### config.mk
export PLATFORM = sky130hd
export DESIGN_NAME = fetch_seq
export DESIGN_NICKNAME = d
export VERILOG_FILES = /design/src/rtl/fetch_seq_pkg.sv /design/src/rtl/fetch_seq.sv
export SDC_FILE = /design/constraint.sdc
export NUM_CORES = 1
export LEC_CHECK = 0
export CORE_MARGIN = 1
export CORE_UTILIZATION = 40
export CTS_BUF_LIST = sky130_fd_sc_hd__clkbuf_4
export DETAILED_ROUTE_END_ITERATION = 6
export PLACE_DENSITY = 0.78
export SKIP_LAST_GASP = 1
export SYNTH_ARGS = -nofsm -noshare
export SYNTH_HDL_FRONTEND = slang
export SYNTH_SLANG_ARGS = --single-unit
### constraint.sdc
create_clock -name clk -period 2.45 [get_ports clk]
set_clock_uncertainty 0.1 [all_clocks]
set_input_delay 0.735 -clock clk [delete_from_list [all_inputs] [get_ports clk]]
set_output_delay 0.735 -clock clk [all_outputs]
set_load 0.02 [all_outputs]
### src/rtl/fetch_seq_pkg.sv
// Shared definitions for the instruction fetch/sequencing stage: sequencer
// state encoding, instruction field geometry and special opcodes.
package fetch_seq_pkg;

    // Sequencer states
    typedef enum logic [1:0] {
        ST_IDLE  = 2'd0,
        ST_FETCH = 2'd1,
        ST_EXEC  = 2'd2,
        ST_HALT  = 2'd3
    } fs_state_e;

    // Opcode occupies the top OP_W bits of the instruction word;
    // the C field occupies the low PC_W bits.
    localparam int          OP_W    = 6;
    localparam logic [5:0]  OP_HALT = 6'b111111;

    // IR value after reset: OP 6'b101000, which the decoder treats as a no-op
    localparam logic [15:0] IR_NOP  = 16'hA000;

endpackage

### src/rtl/fetch_seq.sv
// Instruction fetch and sequencing stage. Fetches one instruction word over
// a req/ack handshake, holds it in IR for the decoder, issues a one-cycle
// commit strobe per instruction and advances the PC (sequential or branch).
// Stops permanently on HALT until reset.
module fetch_seq
    import fetch_seq_pkg::*;
#(
    parameter int              PC_W     = 10,
    parameter int              IW       = 16,
    parameter logic [PC_W-1:0] RESET_PC = '0
) (
    input  logic            clk,
    input  logic            rst,

    output logic            imem_req,
    output logic [PC_W-1:0] imem_addr,
    input  logic            imem_ack,
    input  logic [IW-1:0]   imem_data,

    output logic [5:0]      OP,
    output logic [PC_W-1:0] C,
    output logic [PC_W-1:0] pc,
    output logic            exec_en,
    input  logic            exec_stall,
    input  logic            br_taken,
    input  logic [PC_W-1:0] br_target,

    output logic            halted,
    output logic [15:0]     instret
);

    fs_state_e       state_q, state_d;
    logic [PC_W-1:0] pc_q, pc_d;
    logic [IW-1:0]   ir_q, ir_d;
    logic [15:0]     instret_q, instret_d;

    logic            is_halt_op;
    logic            fetch_done;

    assign is_halt_op = (ir_q[IW-1 -: OP_W] == OP_HALT);
    // Ack only counts while we are actually requesting
    assign fetch_done = (state_q == ST_FETCH) && imem_ack;

    // State register
    always_ff @(posedge clk) begin
        if (rst) state_q <= ST_IDLE;
        else     state_q <= state_d;
    end

    // Next-state logic; a commit leaves EXEC either to HALT or to the next fetch
    always_comb begin
        state_d = state_q;
        unique case (state_q)
            ST_IDLE:  state_d = ST_FETCH;
            ST_FETCH: if (imem_ack) state_d = ST_EXEC;
            ST_EXEC:  if (exec_en)  state_d = is_halt_op ? ST_HALT : ST_FETCH;
            ST_HALT:  state_d = ST_HALT;
            default:  state_d = ST_IDLE;
        endcase
    end

    // Output decode from the state register; exec_en also drops on stall and
    // while reset is asserted so a reset cycle never commits an instruction
    always_comb begin
        imem_req = (state_q == ST_FETCH);
        exec_en  = (state_q == ST_EXEC) && !exec_stall && !rst;
        halted   = (state_q == ST_HALT);
    end

    // Datapath next values: IR load on ack, PC/instret update on commit
    always_comb begin
        ir_d      = ir_q;
        pc_d      = pc_q;
        instret_d = instret_q;
        if (fetch_done) ir_d = imem_data;
        if (exec_en) begin
            instret_d = instret_q + 16'd1;
            if (!is_halt_op)
                pc_d = br_taken ? br_target : pc_q + PC_W'(1);
        end
    end

    // Datapath registers
    always_ff @(posedge clk) begin
        if (rst) begin
            pc_q      <= RESET_PC;
            ir_q      <= IW'(IR_NOP);
            instret_q <= '0;
        end else begin
            pc_q      <= pc_d;
            ir_q      <= ir_d;
            instret_q <= instret_d;
        end
    end

    assign imem_addr = pc_q;
    assign pc        = pc_q;
    assign OP        = ir_q[IW-1 -: OP_W];
    assign C         = ir_q[PC_W-1:0];
    assign instret   = instret_q;

endmodule

==> metrics.txt <==
largest net degree at the start of global routing=48; Ant. Diodes=0; Reg area=882 um^2; insertion delay to the later sink of the worst-skew pair=0.35 ns; commonest cells after routing, fill and taps aside=clkdlybuf4s50_1, nand2_1, dfxtp_1, a21oi_1, nor2_1; CP max FO=2; Pwr Total=1.31 mW; Sw Ratio=25.6%; vias in the first global route=1952; WL final=5.14 mm; HPWL after DPL=3.73 mm; router iterations before antenna repair=4; hold crit path type=reg2reg; status=finished, final reports clean; EDFF count, synth=0; Synth Instances=258; CTS root buf=clkbuf_4; die height=74.5 um; Final Util=61.3%; first-pass GRT wire length=8.45 mm; final hold viol count=0; most common cell after layout, fill and taps aside=clkdlybuf4s50_1; Die Area=5550 um^2; I/O pins=86; drt initial violations=114; placed cell area=3050 um^2; max frequency=413 MHz; Main synth FF type=dfxtp_1; Least-Margin Pin Slew=0.479 ns; post-synthesis async set-or-reset flop share=0%; peak supply drop=0.366 mV; via count of the routed design=2091; initial antenna violation count=0; Final period util=98.9%; Post-Syn Area per Cell=8.15 um^2; Total GRT Usage=19.6%; WHS=0.362 ns; GRT overflow=0; nature of the critical path startpoint=input port; nets=377; final setup fails=0; CTS sink cnt=44; Synth top area share=41.9%; Filler cells=482; Clock Power Share=27.7%; Synth area leader=dfxtp_1; slowest library cell on the worst path=or4b_4; CP bufs+invs=3; Multi-input gate area=1070 um^2; TritonCTS Buffers=5; Pint=0.973 mW; worst-path cell chain=buf_2 -> or4b_4 -> inv_6 -> buf_6; drt drc=0; fin crit period=2.42 ns; CP peak stage delay=0.57 ns; Final Max Tran Viols=0; syn nets=291; IO Port Bufs=85; area grow syn2layout=47.9%; Max transition margin=68.1%; LEAKAGE=1.16 nW; Chip Width=74.5 um; Cell variety after synth=45; fin area=3110 um^2; # H-tree levels=2; Avg WL per Cell=12.4 um; TritonCTS clock tree=done; Final GP Congestion=0.758; Net Switching=0.335 mW; Core Area=5070 um^2; DRT antenna net count=0; # rows=26; CP required=1.62 ns; Seq/Total Area, Yosys=41.9%; worst setup path class=in2out; Critical Path End Type=output pin; Initial Util=41.4%; RSZ-0062 raised after global routing=false; post-synthesis instance area=2100 um^2; layout cell share with drive strength beyond 1=11.3%; Yosys warnings=0; combinational share of power=15.3%; CP top delay family=simple AND/OR/NAND/NOR gates; total power divided by cell area=421 nW/um^2; clock buffer depth=2; Worst-path clk slew=0.12 ns; Sequential Power Share=57.0%; post-DR vias/cell=5.04; top cells by area, synth=dfxtp_1, nand2_1, a21oi_1; max_cap viols=0; #FFs+latches synth=44; CP Data Arrival Time=1.59 ns
tightest hold or removal path, stage by stage, from the launching register on:
cell	delay, ns
dfxtp_1	0.33
nand2_1	0.05
a21oi_1	0.05
what timing repair did:
action,CTS,global route
setup buffers,0,0
gates resized for setup,15,3
pin swaps,1,0
setup endpoints to repair,6,4
hold buffers,0,0
cell usage after synthesis, types with 2 or more instances:
| library cell | number |
|---|---|
| a211oi_1 | 2 |
| a21oi_1 | 27 |
| a31oi_1 | 3 |
| a41oi_1 | 2 |
| and2_1 | 3 |
| and3_1 | 3 |
| and4_1 | 3 |
| buf_4 | 10 |
| clkbuf_1 | 12 |
| dfxtp_1 | 44 |
| ha_1 | 2 |
| inv_1 | 2 |
| mux2_2 | 4 |
| nand2_1 | 49 |
| nand3_1 | 12 |
| nand3b_1 | 3 |
| nand4_1 | 6 |
| nor2_1 | 21 |
| nor2b_1 | 3 |
| nor3_1 | 2 |
| o21ai_0 | 10 |
| o31ai_1 | 3 |
| or3_1 | 2 |
| xnor2_1 | 6 |
| xor2_1 | 4 |
worst paths after layout:
check	from	end	slack [ns]	cells past startpoint
setup reg to reg	state_q[0]	instret[14]	0.42	6
setup / recovery	exec_stall	exec_en	0.03	4
hold reg to reg	ir_q[9]	ir_q[9]	0.36	2
hold / removal	ir_q[9]	ir_q[9]	0.36	2
metal layers:
metal  part of all wire [%]  GRT usage [%]
met3                    7.4           5.83
met4                    1.4           8.18
met5                      0              0
met2                     48           33.1
met1                     43           23.2
per-stage QoR:
stage / std cells / TNS, ns / setup WS [ns]
after floorplan: 258 / 0 / 0.0220
after global placement: 407 / -7.87 / -0.835
after detailed placement: 407 / -8.34 / -0.840
after CTS: 415 / 0 / 0.0120
after global routing: 415 / 0 / 0.00584
final: 415 / 0 / 0.0280
power by group through the flow:
| stage | Clock (mW) | Combinational (mW) | Sequential (mW) |
|---|---|---|---|
| after floorplan | 0 | 0.0717 | 0.780 |
| after CTS | 0.374 | 0.202 | 0.746 |
| after global routing | 0.406 | 0.219 | 0.748 |
| after detailed placement | 0 | 0.201 | 0.761 |
| after global placement | 0 | 0.199 | 0.761 |
| final | 0.363 | 0.200 | 0.745 |
state kept, by name (all words and copies together) (netlist names):
signal	cells
state_q	2
imem_addr	10
ir_q	16
instret	16
cells by family after synthesis:
logic type / count (synthesis) / share of synthesized area [%]
xor gates and xnor gates: 10 / 4.17
DFF: 44 / 41.9
buffers and inverters: 27 / 7.26
and+or+nand+nor: 116 / 27.9
muxes: 5 / 2.62
adders and majority gates: 2 / 1.19
AOI/OAI and AO/OA: 54 / 15.0
layout make-up:
class	count	share of cell area, %
Clock buffer	7	1.69
Clock inverter	1	0.121
Inverter	3	0.523
Multi-Input combinational cell	187	34.5
Sequential cell	44	28.4
Tap cell	70	2.82
Timing Repair Buffer	103	32.0
Power figures use the tool's default switching activity.
